$ cat src/rtl/mm_loop_sched.sv
// mm_loop_sched: stallable, abortable three-level (i, j, k) loop-nest index sequencer.
module mm_loop_sched #(
  parameter int SIZE = 12
) (
  input  logic            aclk,
  input  logic            aresetn,
  input  logic            start,
  input  logic            abort,
  input  logic [SIZE-1:0] rows,
  input  logic [SIZE-1:0] cols,
  input  logic [SIZE-1:0] inner,
  output logic            busy,
  output logic            done,
  output logic            m_valid,
  input  logic            m_ready,
  output logic [SIZE-1:0] idx_i,
  output logic [SIZE-1:0] idx_j,
  output logic [SIZE-1:0] idx_k,
  output logic            k_first,
  output logic            k_last,
  output logic            nest_last
);
  // State encoding doubles as the busy/done/m_valid flops.
  typedef enum logic [2:0] {IDLE = 3'b000, RUN = 3'b101, DONE = 3'b110} state_t;
  state_t state, state_n;
  logic [SIZE-1:0] dim_r, dim_c, dim_k, dim_r_n, dim_c_n, dim_k_n, i_n, j_n, k_n;
  logic k_end, j_end, i_end, zero;
  assign busy      = state[2];
  assign done      = state[1];
  assign m_valid   = state[0];
  assign k_end     = idx_k == dim_k - SIZE'(1);
  assign j_end     = idx_j == dim_c - SIZE'(1);
  assign i_end     = idx_i == dim_r - SIZE'(1);
  assign k_first   = m_valid && idx_k == '0;
  assign k_last    = m_valid && k_end;
  assign nest_last = k_last && j_end && i_end;
  assign zero      = rows == '0 || cols == '0 || inner == '0;
  always_comb begin
    state_n = state;
    dim_r_n = dim_r;
    dim_c_n = dim_c;
    dim_k_n = dim_k;
    i_n     = idx_i;
    j_n     = idx_j;
    k_n     = idx_k;
    if (abort) begin
      state_n = IDLE;
      i_n     = '0;
      j_n     = '0;
      k_n     = '0;
    end else if (state == IDLE) begin
      if (start) begin
        state_n = zero ? DONE : RUN;
        dim_r_n = rows;
        dim_c_n = cols;
        dim_k_n = inner;
        i_n     = '0;
        j_n     = '0;
        k_n     = '0;
      end
    end else if (state == DONE) begin
      state_n = IDLE;
    end else if (m_ready) begin
      // Final beat wraps every index back to 0 on its way to DONE.
      k_n     = k_end ? '0 : idx_k + SIZE'(1);
      j_n     = k_end ? (j_end ? '0 : idx_j + SIZE'(1)) : idx_j;
      i_n     = (k_end && j_end) ? (i_end ? '0 : idx_i + SIZE'(1)) : idx_i;
      state_n = nest_last ? DONE : RUN;
    end
  end
  always_ff @(posedge aclk or negedge aresetn) begin
    if (!aresetn) begin
      state <= IDLE;
      dim_r <= '0;
      dim_c <= '0;
      dim_k <= '0;
      idx_i <= '0;
      idx_j <= '0;
      idx_k <= '0;
    end else begin
      state <= state_n;
      dim_r <= dim_r_n;
      dim_c <= dim_c_n;
      dim_k <= dim_k_n;
      idx_i <= i_n;
      idx_j <= j_n;
      idx_k <= k_n;
    end
  end
endmodule

$ cat config.mk
export PLATFORM = sky130hd
export DESIGN_NAME = mm_loop_sched
export DESIGN_NICKNAME = d
export VERILOG_FILES = /design/src/rtl/mm_loop_sched.sv
export SDC_FILE = /design/constraint.sdc
export NUM_CORES = 1
export LEC_CHECK = 0
export BUFFER_PORTS_ARGS = -buffer_cell sky130_fd_sc_hd__buf_2
export CORE_UTILIZATION = 62
export DETAILED_ROUTE_END_ITERATION = 10
export MAX_ROUTING_LAYER = met4
export PLACE_DENSITY = 0.9
export SLEW_MARGIN = 15
export SYNTH_ARGS = -nofsm -noshare
export SYNTH_HDL_FRONTEND = slang
export SYNTH_SLANG_ARGS = --single-unit
$ cat constraint.sdc
create_clock -name aclk -period 6 [get_ports aclk]
set_clock_uncertainty 0.2 [all_clocks]
set_input_delay 0.9 -clock aclk [delete_from_list [all_inputs] [get_ports aclk]]
set_output_delay 0.9 -clock aclk [all_outputs]
set_load 0.005 [all_outputs]
==> results.yml <==
detailed_routing:
  drt_wl_total_mm: 13.1
  drc: 0
  via_per_inst: 6.50
  vias: 4761
  final_antenna_net_count: 0
  wl_per_cell_um: 17.9
  drt-pass1-iter-count: 5
  drtIter0Drc: 379
clocking:
  clock-root-buffer: "clkbuf_8"
  cts-hold-fix-buffers: 0
  htree_levels: 3
  cts.sinks: 75
  postCtsSetupRepairBufs: 0
  clock_latency_ns: 0.37
  cts_tree: "built"
  numCtsBuffers: 9
  cts_resized: 0
  clock_path_buffers: 2
  path_clk_slew_ns: 0.08
yosys:
  async_flop_share: 1.00
  synth-seq-area-share: 0.366
  yosys_most_used_dff: "dfrtp_1"
  syn_area_per_cell_um2: 9.19
  ys_seq_elements: 75
  synth_cell_types: 66
  syn-cell-area_mm2: 0.00513
  syn_inst: 558
  synth_edf_count: 0
  synth.net_count: 606
  yosysWarningCount: 0
floorplan:
  rows: 32
  die_y_um: 93.0
  core_mm2: 0.00785
  die_x_um: 93.0
  dieArea_mm2: 0.00864
  io_pins: 83
  start_util: 0.654
grt:
  grt_pass1_wl_mm: 21.4
  grt_use_met1: 0.424
  grt_pass1_vias: 4486
  overflow: 0
  grt.met3_usage: 0.0657
  antenna_found_initial: 0
  grtUsageTotal: 0.325
  met2_usage: 0.499
  grt.busiest_layer: "met2"
  grt_start_max_net_pins: 76
power:
  pwr-share-comb: 0.418
  p_sw_frac: 0.415
  p_sw_mw: 0.934
  power.total_mw: 2.25
  seqPwrFrac: 0.392
  pwr_density_cell_mw_per_mm2: 389
  leakagePower_nw: 2.56
  peakVddDrop_v: 0.000243
  clockPowerShare: 0.189
  p_int_mw: 1.32
sta:
  max_slew_margin: 0.299
  rsz0062_at_grt: "no"
  fmax_ghz: 0.209
  finalCritPeriodShare: 0.796
  setup_viol: 0
  setup_tns_ns: 0
  fin_crit_ns: 4.78
  hold_viol: 0
  tightest_slew_ns: 1.04
  slew_violations: 0
critical_path:
  crit_type: "flop to output pin"
  worst-path-buf-inv: 2
  worst_path_max_delay_cell: "or4b_4"
  path_cells: "inv_1 > ha_1 > or4b_4 > xnor2_1 > o21a_1 > or4_1 > nor4_2 > nand3_1 > nor3_1 > buf_2"
  crit_arrival_ns: 3.68
  crit_path_max_fanout: 5
  max_stage_delay_ns: 0.52
  required_ns: 4.90
  cp-start-kind: "flop"
  cp_top_family: "simple AND/OR/NAND/NOR gates"
  cp-end-kind: "output pin"
placement:
  hpwl_mm: 9.23
  dpl.cell_count: 716
  io_buffers: 82
  gp_congestion: 0.902
cells_and_area:
  syn_to_final_growth_pct: 13.0
  mostFrequentLayoutCells: "buf_2, dfrtp_1, mux2_2, nor2_1, nand2_1"
  drive_above_1_share: 0.268
  num-nets-final: 673
  diodes: 0
  final_common_cell: "buf_2"
  fin_cells: 732
status:
  status: "finished clean"
flow_run:
  drv_cap: 0
worst_hold_path:
  hp-class: "flop to flop"
==> per-stage QoR <==
step                worst slack, ns  instance area, um^2  hold WS (ns)   util
CTS                            1.28                 5790         0.340  0.738
detailed placement             1.68                 5580         0.323  0.711
finish                         1.22                 5790         0.341  0.738
global route                   1.14                 5790         0.344  0.738
global placement               1.82                 5580         0.311  0.711
floorplan                      2.21                 5130         0.300      -
==> synthesized netlist by cell type, types with 7 or more instances <==
cell type / instances / area share
and3_1: 10 / 0.012
nor2_1: 43 / 0.031
dfrtp_1: 75 / 0.37
inv_1: 20 / 0.015
ha_1: 7 / 0.017
a21oi_1: 17 / 0.017
nor3_1: 20 / 0.020
mux2_2: 48 / 0.11
nand4_1: 16 / 0.020
nand2_1: 41 / 0.030
xnor2_1: 32 / 0.055
nand3_1: 37 / 0.036
clkbuf_1: 27 / 0.020
nor4_1: 24 / 0.029
xor2_1: 25 / 0.043
==> final cells by class <==
| class | count | area (um^2) |
|---|---|---|
| clock buffers | 12 | 165 |
| clock inverters | 4 | 47.5 |
| fillers | 603 | 2050 |
| inverters | 20 | 75.1 |
| multi-input cells | 433 | 3060 |
| flip-flops and latches | 75 | 1880 |
| well taps | 102 | 128 |
| repair buffers | 86 | 440 |
==> cells by family (layout without fill, tap and decap cells) <==
group,after synthesis,after routing,share of synthesized area
compound gates,74,74,0.107
xor+xnor,57,57,0.0973
fa+ha+maj,7,7,0.0171
buf+inv,50,122,0.0376
flops,75,75,0.366
mux,54,54,0.117
simple gates,241,241,0.258
==> registers in the layout, indices dropped and copies added, names as in the netlist <==
| name | count |
|---|---|
| idx_j | 12 |
| idx_k | 12 |
| dim_c | 12 |
| state | 3 |
| dim_k | 12 |
| dim_r | 12 |
| idx_i | 12 |
==> worst paths after layout <==
kind	end	cells after the start	slack [ns]	start
setup / recovery	nest_last	10	1.22	dim_c[0]$_DFFE_PN0P_
hold / removal	dim_c[11]$_DFFE_PN0P_	1	0.34	dim_c[11]$_DFFE_PN0P_
setup reg to reg	idx_j[0]$_DFFE_PN0P_	7	2.12	dim_k[4]$_DFFE_PN0P_
hold reg to reg	dim_c[11]$_DFFE_PN0P_	1	0.34	dim_c[11]$_DFFE_PN0P_
max in group asynchronous	dim_r[9]$_DFFE_PN0P_	2	4.45	aresetn
min in group asynchronous	idx_i[10]$_DFFE_PN0P_	2	0.54	aresetn
==> layer usage <==
layer / share of wire / vias to the layer above / wire length [um]
li1: - / 2195 / -
met1: 0.43 / 2292 / 5640
met2: 0.48 / 238 / 6220
met3: 0.073 / 36 / 954
met4: 0.020 / 0 / 256
met5: 0 / - / 0
==> worst reg2reg max path, stage by stage, from the launching register on <==
cell,delay [ns]
dfrtp_1,0.46
or4_1,0.58
nor4_1,0.40
and4_1,0.28
a211oi_1,0.08
nand4b_4,0.42
a21oi_1,0.91
mux2_2,0.43
==> power groups by stage <==
stage	registers (mW)	logic, mW	clock network, mW
global placement	0.867	0.871	0
CTS	0.874	0.932	0.427
finish	0.884	0.942	0.427
global route	0.905	1.03	0.450
detailed placement	0.884	0.917	0
floorplan	0.814	0.727	0
No activity file was read; power rests on OpenSTA's default activity.
